### src/rtl/instr_loader.sv
// instr_loader: assembles big-endian 32-bit instruction words from a received
// byte stream and writes them sequentially into instruction memory. Loading
// stops on the HALT word or when the last memory address has been written.
//
// state    | meaning
// ---------+---------------------------------------------------------------
// ST_IDLE  | waiting for i_start, rx bytes ignored
// ST_RECV  | shifting bytes into the current word (first byte -> [31:24])
// ST_WRITE | one-cycle memory write of the assembled word
// ST_DONE  | load finished (HALT or memory full), waiting for i_start
module instr_loader #(
  parameter int                    DATA_WIDTH = 32,
  parameter int                    BYTE_WIDTH = 8,
  parameter int                    ADDR_WIDTH = 8,
  parameter logic [DATA_WIDTH-1:0] HALT_WORD  = 32'hFFFF_FFFF
) (
  input  logic                  i_clock,
  input  logic                  i_reset,
  input  logic                  i_start,
  input  logic [BYTE_WIDTH-1:0] i_rx_data,
  input  logic                  i_rx_valid,
  output logic                  o_wr_en,
  output logic [ADDR_WIDTH-1:0] o_wr_addr,
  output logic [DATA_WIDTH-1:0] o_wr_data,
  output logic                  o_busy,
  output logic                  o_done,
  output logic                  o_overflow,
  output logic [ADDR_WIDTH:0]   o_word_count
);

  localparam logic [1:0] ST_IDLE  = 2'd0;
  localparam logic [1:0] ST_RECV  = 2'd1;
  localparam logic [1:0] ST_WRITE = 2'd2;
  localparam logic [1:0] ST_DONE  = 2'd3;

  localparam logic [ADDR_WIDTH-1:0] ADDR_LAST = '1;
  localparam logic [ADDR_WIDTH:0]   CNT_MAX   = {1'b1, {ADDR_WIDTH{1'b0}}};

  logic [1:0]            state;
  logic [1:0]            byte_cnt;
  logic [ADDR_WIDTH-1:0] addr;
  logic [DATA_WIDTH-1:0] word_sr;
  logic [DATA_WIDTH-1:0] word_shifted;

  // Incoming byte enters at the bottom so the first byte ends up in the top byte.
  always_comb begin
    word_shifted = {word_sr[DATA_WIDTH-BYTE_WIDTH-1:0], i_rx_data};
  end

  // Loader FSM; every output is a register updated alongside the state.
  always_ff @(posedge i_clock) begin
    if (i_reset) begin
      state        <= ST_IDLE;
      byte_cnt     <= '0;
      addr         <= '0;
      word_sr      <= '0;
      o_wr_en      <= 1'b0;
      o_wr_addr    <= '0;
      o_wr_data    <= '0;
      o_busy       <= 1'b0;
      o_done       <= 1'b0;
      o_overflow   <= 1'b0;
      o_word_count <= '0;
    end else begin
      o_wr_en <= 1'b0;
      case (state)
        ST_IDLE, ST_DONE: begin
          // A start in the same cycle as a byte wins; the byte is not kept.
          if (i_start) begin
            state        <= ST_RECV;
            byte_cnt     <= '0;
            addr         <= '0;
            o_word_count <= '0;
            o_overflow   <= 1'b0;
            o_done       <= 1'b0;
            o_busy       <= 1'b1;
          end
        end
        ST_RECV: begin
          if (i_rx_valid) begin
            word_sr <= word_shifted;
            if (byte_cnt == 2'd3) begin
              state     <= ST_WRITE;
              byte_cnt  <= '0;
              o_wr_en   <= 1'b1;
              o_wr_addr <= addr;
              o_wr_data <= word_shifted;
              if (o_word_count != CNT_MAX) begin
                o_word_count <= o_word_count + 1'b1;
              end
            end else begin
              byte_cnt <= byte_cnt + 2'd1;
            end
          end
        end
        ST_WRITE: begin
          // HALT is checked first so a HALT at the last address is not an overflow.
          if (o_wr_data == HALT_WORD) begin
            state  <= ST_DONE;
            o_done <= 1'b1;
            o_busy <= 1'b0;
          end else if (addr == ADDR_LAST) begin
            state      <= ST_DONE;
            o_done     <= 1'b1;
            o_busy     <= 1'b0;
            o_overflow <= 1'b1;
          end else begin
            state <= ST_RECV;
            addr  <= addr + 1'b1;
            // A byte arriving during the write cycle starts the next word.
            if (i_rx_valid) begin
              word_sr  <= word_shifted;
              byte_cnt <= 2'd1;
            end
          end
        end
        default: begin
          state <= ST_IDLE;
        end
      endcase
    end
  end

endmodule
### config.mk
export PLATFORM = sky130hd
export DESIGN_NAME = instr_loader
export DESIGN_NICKNAME = d
export VERILOG_FILES = /design/src/rtl/instr_loader.sv
export SDC_FILE = /design/constraint.sdc
export NUM_CORES = 1
export LEC_CHECK = 0
export ABC_CLOCK_PERIOD_IN_PS = 2400
export CORE_MARGIN = 2
export CORE_UTILIZATION = 45
export DETAILED_ROUTE_END_ITERATION = 10
export PLACE_DENSITY = 0.7
export SLEW_MARGIN = 20
export SYNTH_ARGS = -nofsm -noshare
export SYNTH_HDL_FRONTEND = slang
export SYNTH_SLANG_ARGS = --single-unit
### constraint.sdc
create_clock -name i_clock -period 2.4 [get_ports i_clock]
set_clock_uncertainty 0.1 [all_clocks]
set_input_delay 0.72 -clock i_clock [delete_from_list [all_inputs] [get_ports i_clock]]
set_output_delay 0.72 -clock i_clock [all_outputs]
set_load 0.01 [all_outputs]
==> results by group <==
Run status
  • Outcome: completed

Timing
  • Worst setup margin: 0.183 ns
  • Setup tns final: 0 ns
  • Unrepaired setup endpoints after global routing: false
  • Finish-stage setup viols: 0
  • Final Slew Violations: 0
  • Fin. Hold Viols: 0
  • Min Tclk post-route: 2.22 ns
  • Relative slew slack: 66.7%
  • Worst slew pin tran: 0.495 ns
  • Final period utilization: 92.4%
  • Fmax: 451 MHz

Place
  • Placement Setup Slack: -0.0306 ns
  • Count of input and output buffers: 64
  • GPL Wtd Cong: 0.839
  • Dpl hpwl: 6.10 mm

Clock tree
  • CTS tree: done
  • Post-cts resize count: 0
  • Inserted Clock Buffers: 9
  • CTS root buf: clkbuf_8
  • Postcts setup bufs: 0
  • CTS Sinks: 89
  • Hold_buf cts: 0
  • Clk_lat worst skew: 0.35 ns
  • Clk buf depth: 2
  • H-tree levels: 3
  • Clock-pin slew on the worst setup and hold paths: 0.09 ns

Critical path
  • CP Max Fanout: 7
  • Number of buffers and inverters on the critical path: 1
  • Critical-path cell with the highest stage delay: clkdlybuf4s50_1
  • Worst Path Required: 1.58 ns
  • Critical-path cell list: clkdlybuf4s50_1
  • Setup Crit Path Kind: flop to output pin
  • Worst path max stage delay: 0.58 ns
  • Worst EP arrival: 1.40 ns
  • Startpoint types: flop
  • Crit end category: output pin
  • Worst path top cell family by delay: buffers and inverters

Floorplanning
  • I/O pins: 65
  • Core Footprint: 0.00813 sq mm
  • Initial Util: 46.0%
  • Floorplan row count: 33
  • Die Area: 0.00906 sq mm
  • Die width: 95.2 microns
  • Die Ht: 95.2 microns

Cells and area
  • Layout area overhead: 26.7%
  • Share of cells above drive strength 1: 8.45%
  • Antenna diode count: 0
  • Final nets: 523
  • Filler Cell Count: 752

Synthesis
  • Avg Cell Area, Syn: 8.51 sq um
  • Sequential share of the synthesized area: 47.6%
  • Asr flop ratio synth: 0%
  • Synth top area cells: dfxtp_1, nand2_1, mux2i_1
  • Cells after Synth: 440
  • Synthesis-stage register bit count: 89
  • Post-synth EDFFs: 0
  • Netlist cell types: 49
  • Mapped Nets: 459
  • Yosys top cell area share: 47.6%
  • Area leader, netlist: dfxtp_1
  • Top_reg_cell synth: dfxtp_1
  • Ys Warns: 0
  • Mapped Area: 0.00374 sq mm

Job
  • Max-cap violations: 0

Route
  • Initial drt markers: 118
  • DR pass1 iterations: 5
  • Final wirelength: 8.72 mm
  • DRC viols: 0
  • Vias: 3,227
  • WL/cell: 14.2 microns
  • Post-DRT Antenna Nets: 0
  • Drt via density: 5.26

Power and ir drop
  • Leak: 1.60 nW
  • Peak VDD IR: 0.000431 V
  • Pwr/cell area: 658 mW/mm^2

GRT
  • Largest net degree at the start of global routing: 41
  • Grt ovf: 0
  • Vias in the first global route: 3,184
  • Total Routing Usage GR: 20.2%
  • Initial antenna violation count: 0
  • First-pass GRT wire length: 14.6 mm

Worst hold path
  • Worst Hold Class: flop to flop
metal layers:
layer	wire length [microns]	GRT usage, %	vias up
met2	4480	35.3	62
met4	94	5.43	0
li1	-	-	1634
met5	0	0	-
met1	3810	24.4	1520
met3	338	5.61	11
cell usage in the layout (no fill, tap or decap), types with 10 or more instances in the layout:
cell,netlist,final
a21oi_1,51,51
buf_4,1,12
clkbuf_8,0,12
clkdlybuf4s50_1,0,63
dfxtp_1,89,89
inv_1,10,10
mux2i_1,27,27
nand2_1,132,132
nand3_1,11,11
nand4_1,10,10
nor2_1,16,15
synthesized netlist by cell type, types with 2 or more instances:
library cell,number
a211oi_1,2
a21oi_1,51
a31oi_1,2
a32o_1,4
and3_1,2
buf_2,3
buf_8,2
clkbuf_1,19
dfxtp_1,89
ha_1,7
inv_1,10
mux2i_1,27
nand2_1,132
nand3_1,11
nand4_1,10
nand4_2,2
nor2_1,16
nor3_1,4
nor3_4,2
nor3b_1,2
nor4_1,2
o21ai_0,6
o21ai_1,2
o31ai_1,2
or3_1,2
xor2_1,6
area by class of cell:
class	count	area [sq um]	share of cell area [%]
multi-input cells	315	1790	37.8
repair buffers	79	786	16.6
well taps	105	131	2.77
inverters	10	37.5	0.792
clock buffers	13	169	3.56
clock inverters	3	46.3	0.976
flip-flops and latches	89	1780	37.6
state kept, by name, indices dropped and copies added, names as in the netlist:
register      flops
addr              8
byte_cnt          2
o_busy            1
o_done            1
o_overflow        1
o_word_count      9
o_wr_addr         8
o_wr_data        32
o_wr_en           1
state             2
word_sr          24
per-stage QoR:
| stage | area [sq um] | power (W) | util (%) | instances | hold slack (ns) |
|---|---|---|---|---|---|
| 2_1_floorplan | 3740 | 0.00192 | - | 440 | 0.332 |
| 3_3_place_gp | 4530 | 0.00205 | 55.7 | 598 | 0.342 |
| 3_5_place_dp | 4530 | 0.00206 | 55.7 | 598 | 0.345 |
| 4_1_cts | 4740 | 0.00315 | 58.3 | 614 | 0.357 |
| 5_1_grt | 4740 | 0.00327 | 58.3 | 614 | 0.372 |
| 6_report | 4740 | 0.00312 | 58.3 | 614 | 0.355 |
worst paths after layout:
check,start,end,slack [ns],cells past startpoint
max,o_word_count[3]$_SDFFE_PP0P_,o_word_count[3],0.18,1
min,word_sr[23]$_SDFFE_PP0P_,o_wr_data[31]$_SDFFE_PP0P_,0.35,2
max reg2reg,state[0]$_SDFFE_PP0P_,o_word_count[6]$_SDFFE_PP0P_,0.24,7
min reg2reg,word_sr[23]$_SDFFE_PP0P_,o_wr_data[31]$_SDFFE_PP0P_,0.35,2
cell families after synthesis:
logic type      Yosys count  synth area share, %
simple gates            193                 23.2
buf+inv                  36                 4.61
fa+ha+maj                 7                 2.34
flops                    89                 47.6
mux                      27                 7.22
xor+xnor                  7                 1.64
compound gates           81                 13.4
power by group:
group	internal, W	total [W]	switching [W]
Combinational	0.000211	0.000481	0.000270
Sequential	0.00152	0.00155	0.0000307
Clock	0.000572	0.00109	0.000518
Total	0.00230	0.00312	0.000819
No activity file was read; power rests on OpenSTA's default activity.
